[src/rtl/axi4_lite_write_arbiter.sv]
// Round-robin arbiter that shares one AXI4-Lite write slave among N_MASTERS masters.
// It carries one complete write at a time: it accepts AW+W from the granted master,
// issues them downstream, collects B, and returns B to the same master.
// Optional feature: define AXI4_LITE_WRITE_ARB_ERRCNT_EN to add err_count_o, a saturating
// 16-bit count of completed writes whose response was not OKAY.
module axi4_lite_write_arbiter #(
    parameter int N_MASTERS = 2,
    parameter int DEPTH     = 4,
    parameter int DATA_SIZE = 32,
    localparam int AW       = (DEPTH > 1) ? $clog2(DEPTH) : 1,
    localparam int SW       = DATA_SIZE / 8
) (
    input  logic                        clk_i,
    input  logic                        rst_clk_ni,
    input  logic [N_MASTERS*AW-1:0]     s_awaddr_i,
    input  logic [N_MASTERS-1:0]        s_awvalid_i,
    output logic [N_MASTERS-1:0]        s_awready_o,
    input  logic [N_MASTERS*DATA_SIZE-1:0] s_wdata_i,
    input  logic [N_MASTERS*SW-1:0]     s_wstrb_i,
    input  logic [N_MASTERS-1:0]        s_wvalid_i,
    output logic [N_MASTERS-1:0]        s_wready_o,
    output logic [N_MASTERS*2-1:0]      s_bresp_o,
    output logic [N_MASTERS-1:0]        s_bvalid_o,
    input  logic [N_MASTERS-1:0]        s_bready_i,
    output logic [AW-1:0]               m_awaddr_o,
    output logic                        m_awvalid_o,
    input  logic                        m_awready_i,
    output logic [DATA_SIZE-1:0]        m_wdata_o,
    output logic [SW-1:0]               m_wstrb_o,
    output logic                        m_wvalid_o,
    input  logic                        m_wready_i,
    input  logic [1:0]                  m_bresp_i,
    input  logic                        m_bvalid_i,
    output logic                        m_bready_o,
    output logic [N_MASTERS-1:0]        grant_o,
    output logic                        busy_o
`ifdef AXI4_LITE_WRITE_ARB_ERRCNT_EN
    ,
    output logic [15:0]                 err_count_o
`endif
);

    localparam int IDXW = (N_MASTERS > 1) ? $clog2(N_MASTERS) : 1;

    // One-hot state encoding
    typedef enum logic [4:0] {
        ST_IDLE   = 5'b00001,
        ST_ACCEPT = 5'b00010,
        ST_ISSUE  = 5'b00100,
        ST_RESP   = 5'b01000,
        ST_RETURN = 5'b10000
    } state_e;

    state_e                     state_q;
    logic [IDXW-1:0]            rr_q;
    logic [IDXW-1:0]            gidx_q;
    logic [N_MASTERS-1:0]       grant_q;
    logic                       busy_q;
    logic [N_MASTERS-1:0]       s_awready_q;
    logic [N_MASTERS-1:0]       s_wready_q;
    logic [N_MASTERS-1:0]       s_bvalid_q;
    logic [N_MASTERS*2-1:0]     s_bresp_q;
    logic [AW-1:0]              m_awaddr_q;
    logic [DATA_SIZE-1:0]       m_wdata_q;
    logic [SW-1:0]              m_wstrb_q;
    logic                       m_awvalid_q;
    logic                       m_wvalid_q;
    logic                       m_bready_q;

    logic [N_MASTERS-1:0]       req;
    logic                       pick_valid_d;
    logic [IDXW-1:0]            pick_idx_d;
    logic [N_MASTERS-1:0]       pick_oh_d;
    logic                       aw_done;
    logic                       w_done;

    // A master only requests when it offers both address and data
    assign req = s_awvalid_i & s_wvalid_i;

    // Each downstream channel is finished once its valid is gone or handshakes this cycle
    assign aw_done = !m_awvalid_q || m_awready_i;
    assign w_done  = !m_wvalid_q  || m_wready_i;

    // Round-robin pick: first requester strictly after the last completed owner
    always_comb begin
        int idx;
        idx          = 0;
        pick_valid_d = 1'b0;
        pick_idx_d   = '0;
        pick_oh_d    = '0;
        for (int k = 1; k <= N_MASTERS; k++) begin
            idx = (int'(rr_q) + k) % N_MASTERS;
            if (!pick_valid_d && req[IDXW'(idx)]) begin
                pick_valid_d = 1'b1;
                pick_idx_d   = IDXW'(idx);
            end
        end
        if (pick_valid_d) begin
            pick_oh_d[pick_idx_d] = 1'b1;
        end
    end

    // Transaction FSM with all handshake and datapath outputs registered
    always_ff @(posedge clk_i or negedge rst_clk_ni) begin
        if (!rst_clk_ni) begin
            state_q     <= ST_IDLE;
            rr_q        <= IDXW'(N_MASTERS - 1);
            gidx_q      <= '0;
            grant_q     <= '0;
            busy_q      <= 1'b0;
            s_awready_q <= '0;
            s_wready_q  <= '0;
            s_bvalid_q  <= '0;
            s_bresp_q   <= '0;
            m_awaddr_q  <= '0;
            m_wdata_q   <= '0;
            m_wstrb_q   <= '0;
            m_awvalid_q <= 1'b0;
            m_wvalid_q  <= 1'b0;
            m_bready_q  <= 1'b0;
        end else begin
            case (state_q)
                ST_IDLE: begin
                    if (pick_valid_d) begin
                        gidx_q      <= pick_idx_d;
                        grant_q     <= pick_oh_d;
                        s_awready_q <= pick_oh_d;
                        s_wready_q  <= pick_oh_d;
                        busy_q      <= 1'b1;
                        state_q     <= ST_ACCEPT;
                    end
                end
                ST_ACCEPT: begin
                    s_awready_q <= '0;
                    s_wready_q  <= '0;
                    m_awaddr_q  <= s_awaddr_i[gidx_q*AW +: AW];
                    m_wdata_q   <= s_wdata_i[gidx_q*DATA_SIZE +: DATA_SIZE];
                    m_wstrb_q   <= s_wstrb_i[gidx_q*SW +: SW];
                    m_awvalid_q <= 1'b1;
                    m_wvalid_q  <= 1'b1;
                    state_q     <= ST_ISSUE;
                end
                ST_ISSUE: begin
                    if (m_awvalid_q && m_awready_i) begin
                        m_awvalid_q <= 1'b0;
                    end
                    if (m_wvalid_q && m_wready_i) begin
                        m_wvalid_q <= 1'b0;
                    end
                    if (aw_done && w_done) begin
                        m_bready_q <= 1'b1;
                        state_q    <= ST_RESP;
                    end
                end
                ST_RESP: begin
                    if (m_bvalid_i) begin
                        m_bready_q               <= 1'b0;
                        s_bresp_q[gidx_q*2 +: 2] <= m_bresp_i;
                        s_bvalid_q[gidx_q]       <= 1'b1;
                        state_q                  <= ST_RETURN;
                    end
                end
                ST_RETURN: begin
                    if (s_bready_i[gidx_q]) begin
                        s_bvalid_q <= '0;
                        rr_q       <= gidx_q;
                        grant_q    <= '0;
                        busy_q     <= 1'b0;
                        state_q    <= ST_IDLE;
                    end
                end
                default: begin
                    s_awready_q <= '0;
                    s_wready_q  <= '0;
                    s_bvalid_q  <= '0;
                    m_awvalid_q <= 1'b0;
                    m_wvalid_q  <= 1'b0;
                    m_bready_q  <= 1'b0;
                    grant_q     <= '0;
                    busy_q      <= 1'b0;
                    state_q     <= ST_IDLE;
                end
            endcase
        end
    end

`ifdef AXI4_LITE_WRITE_ARB_ERRCNT_EN
    logic [15:0] err_count_q;

    // Count completed writes whose returned response was not OKAY, saturating at all-ones
    always_ff @(posedge clk_i or negedge rst_clk_ni) begin
        if (!rst_clk_ni) begin
            err_count_q <= '0;
        end else if (state_q == ST_RETURN && s_bready_i[gidx_q] &&
                     s_bresp_q[gidx_q*2 +: 2] != 2'b00 && err_count_q != 16'hFFFF) begin
            err_count_q <= err_count_q + 16'd1;
        end
    end

    assign err_count_o = err_count_q;
`endif

    assign s_awready_o = s_awready_q;
    assign s_wready_o  = s_wready_q;
    assign s_bvalid_o  = s_bvalid_q;
    assign s_bresp_o   = s_bresp_q;
    assign m_awaddr_o  = m_awaddr_q;
    assign m_wdata_o   = m_wdata_q;
    assign m_wstrb_o   = m_wstrb_q;
    assign m_awvalid_o = m_awvalid_q;
    assign m_wvalid_o  = m_wvalid_q;
    assign m_bready_o  = m_bready_q;
    assign grant_o     = grant_q;
    assign busy_o      = busy_q;

endmodule
[config.mk]
export PLATFORM = sky130hd
export DESIGN_NAME = axi4_lite_write_arbiter
export DESIGN_NICKNAME = d
export VERILOG_FILES = /design/src/rtl/axi4_lite_write_arbiter.sv
export SDC_FILE = /design/constraint.sdc
export NUM_CORES = 1
export LEC_CHECK = 0
export ABC_AREA = 1
export ABC_CLOCK_PERIOD_IN_PS = 2050
export BUFFER_PORTS_ARGS = -buffer_cell sky130_fd_sc_hd__buf_2
export CORE_ASPECT_RATIO = 1.4
export CORE_UTILIZATION = 48
export DETAILED_ROUTE_END_ITERATION = 7
export PLACE_DENSITY = 0.95
export SYNTH_ARGS = -nofsm -noshare
export SYNTH_HDL_FRONTEND = slang
export SYNTH_SLANG_ARGS = --single-unit
[constraint.sdc]
create_clock -name clk_i -period 2.05 [get_ports clk_i]
set_input_delay 0.205 -clock clk_i [delete_from_list [all_inputs] [get_ports clk_i]]
set_output_delay 0.205 -clock clk_i [all_outputs]
set_load 0.02 [all_outputs]
==> flow_summary.yaml <==
run_status:
  status: "complete, no violations"
cts:
  cts.repair.resized: 0
  clk_latency_ps: 320
  cts_root_buffer: "clkbuf_8"
  cts_buffers: 9
  clock-sinks: 59
  h-tree-depth: 3
  path_clk_slew_ps: 70
  cts_buffer_depth: 2
  cts_tree: "done"
logic_synthesis:
  synth_nets: 429
  synthDistinctLibCells: 17
  syn_area_per_cell_um2: 7.97
  synthCells: 340
  synth_largest_area_cell: "dfrtp_1"
  ys_warn_count: 0
  synthTopCellsByArea: "dfrtp_1 (53%), nand2_1 (17%), a31oi_1 (8.8%)"
  synth.top_cell.area_share_pct: 52.6
  ys_seq_elements: 59
  synth_area_um2: 2710
  ys_seq_area_share_pct: 54.5
global_routing:
  antenna_found_initial: 0
  grt_max_degree: 49
  grt_pass1_wl_mm: 11.5
  grt-ovfl-total: 0
  grt_usage_pct: 25.2
  grt_pass1_vias: 2691
drt:
  dr.pass1.iters: 5
  routed-via-count: 2799
  ant_nets: 0
  drcViolationCount: 0
  vias_per_cell: 5.07
  wl_per_cell_um: 12.8
  drt_iter0_drc: 182
  totalWireLength_mm: 7.05
setup_path:
  worstSetupStartpointType: "flop"
  crit_chain: "nor2_2, nand3_2, inv_2, buf_4, nor2_1, a31oi_1"
  slowest_delay_ps: 420
  cp_slowest_cell: "dfrtp_1"
  r2r_slack_ps: 420
  arrival_ps: 1860
  cp-end-kind: "flop"
  required_ps: 2290
  r2r-start: "state_q[2]"
  path_depth: 6
  critical_path_buf_inv_count: 2
  path_class: "flop to flop"
  critical_path.top_delay_family: "buffers and inverters"
  worst-r2r-cell-count: 6
  crit_fanout: 48
  r2r_end: "m_wdata_o[16]"
  endpoint: "m_wdata_o[16]"
  worstSetupStartpoint: "state_q[2]"
power:
  swShare_pct: 40.3
  irDropWorstVdd_uv: 695
  p_switching_mw: 2.04
  p_int_mw: 3.02
  leakage_nw: 1.97
  p_comb_share_pct: 40.4
  pwr-share-seq_pct: 36.4
  clkPwrFrac_pct: 23.3
  cellPowerDensity_nw_per_um2: 1370
timing:
  rsz0062_at_grt: "no"
  relSlewSlack_pct: 54.2
  hold_viol_final: 0
  finalClockSkew_ps: 6.16
  fmax_mhz: 615
  worstMarginPinSlew_ps: 687
  finalCritPeriodShare_pct: 79.3
  setup_viol_count_final: 0
  fin_crit_ps: 1630
  final.setup.tns_ps: 0
  slew_viol_final: 0
final_layout:
  fill_cells: 445
  fin_cells: 552
  drive_gt1_share_pct: 34.9
  area_growth_pct: 36.0
  nNetsFinal: 568
  antennaDiodeCount: 0
floorplanning:
  coreArea_um2: 5490
  row_count: 32
  initial_core_util_pct: 49.4
  io_pins: 143
  die_x_um: 65.5
  dieArea_um2: 5960
  die_h_um: 90.9
flow_run:
  max_cap_viol_count: 0
place:
  place.gp.congestion: 0.828
  port_buffers: 140
  dp.cells: 535
  hpwl_mm: 5.27
worst_hold_path:
  hold_path.class: "input port to flop"
[power groups by stage]
stage / Combinational (mW) / Clock [mW] / Sequential, mW
finish: 2.04 / 1.18 / 1.84
global route: 2.24 / 1.25 / 1.89
CTS: 2.06 / 1.19 / 1.84
detailed placement: 2.05 / 0 / 1.85
global placement: 1.96 / 0 / 1.84
floorplan: 0.833 / 0 / 2.34
[cell usage in the layout (no fill, tap or decap), drive strengths merged, types with 7 or more instances in the layout]
cell type,instances
a31oi,38
buf,146
clkbuf,10
dfrtp,57
inv,18
nand2,122
nand3,11
nor2,58
o21ai,7
[Yosys cell counts]
| library cell | instances |
|---|---|
| a21oi_1 | 3 |
| a31oi_1 | 38 |
| buf_2 | 7 |
| buf_4 | 6 |
| clkbuf_1 | 6 |
| dfrtp_1 | 57 |
| dfstp_2 | 2 |
| inv_1 | 16 |
| inv_2 | 2 |
| nand2_1 | 122 |
| nand3_1 | 9 |
| nand3_2 | 2 |
| nand4_1 | 3 |
| nor2_1 | 57 |
| nor2_2 | 1 |
| o21ai_0 | 7 |
| o22ai_1 | 2 |
[registers in the layout, indices dropped and copies added (netlist names)]
| name | flops |
|---|---|
| busy_o | 1 |
| gidx_q | 1 |
| grant_o | 2 |
| m_awaddr_o | 2 |
| m_awvalid_o | 1 |
| m_bready_o | 1 |
| m_wdata_o | 32 |
| m_wstrb_o | 4 |
| m_wvalid_o | 1 |
| rr_q | 1 |
| s_bresp_o | 4 |
| s_bvalid_o | 2 |
| s_wready_o | 2 |
| state_q | 5 |
[timing repair]
| item | in CTS | in global routing |
|---|---|---|
| hold buffers | 1 | 0 |
| endpoints found under the hold margin | 28 | 0 |
| setup buffers | 0 | 0 |
| setup endpoints to repair | 0 | 0 |
[per-layer routing]
layer	wire length, um	global-route usage, %
met1	2880	29.4
met2	3710	42.2
met3	292	5.68
met4	166	13.2
met5	0	0
[cells by family (layout without fill, tap and decap cells)]
logic type             after synthesis  count (layout)  synth area share (%)
AND/OR/NAND/NOR                    194             194                  28.1
flip-flops                          59              59                  54.5
AO/OA/AOI/OAI                       50              50                  11.1
buffers and inverters               37             181                  6.28
[worst min-delay path, stage by stage]
cell	delay, ps
buf_2	90
nand2_1	50
a31oi_1	70
[how the worst min path moves through the flow]
stage / depth (start not counted) / end / from
floorplan: 0 / busy_o / rst_clk_ni
global placement: 1 / s_bresp_o[1] / rst_clk_ni
detailed placement: 1 / s_bresp_o[1] / rst_clk_ni
CTS: 3 / m_wdata_o[21] / s_wdata_i[21]
global route: 3 / m_wdata_o[18] / s_wdata_i[50]
finish: 3 / m_wdata_o[21] / s_wdata_i[21]
[layout make-up]
class	instances	area [um^2]	share of cell area [%]
sequential	59	1480	40.1
multi-input combinational	244	1060	28.8
timing repair buffer	147	768	20.8
clock buffer	10	138	3.73
clock inverter	6	88.8	2.41
tap	68	85.1	2.31
inverter	18	67.6	1.83
[stage by stage]
| step | worst slack [ps] | instance area [um^2] | hold slack [ps] | utilization (%) | power, mW |
|---|---|---|---|---|---|
| finish | 425 | 3690 | 129 | 67.2 | 5.06 |
| CTS | 437 | 3690 | 117 | 67.2 | 5.09 |
| global placement | 506 | 3450 | 263 | 62.9 | 3.80 |
| global route | 265 | 3690 | 126 | 67.2 | 5.38 |
| floorplan | 751 | 2710 | -90.6 | - | 3.17 |
| detailed placement | 451 | 3450 | 277 | 62.9 | 3.90 |
(Power assumes the default switching activity.)
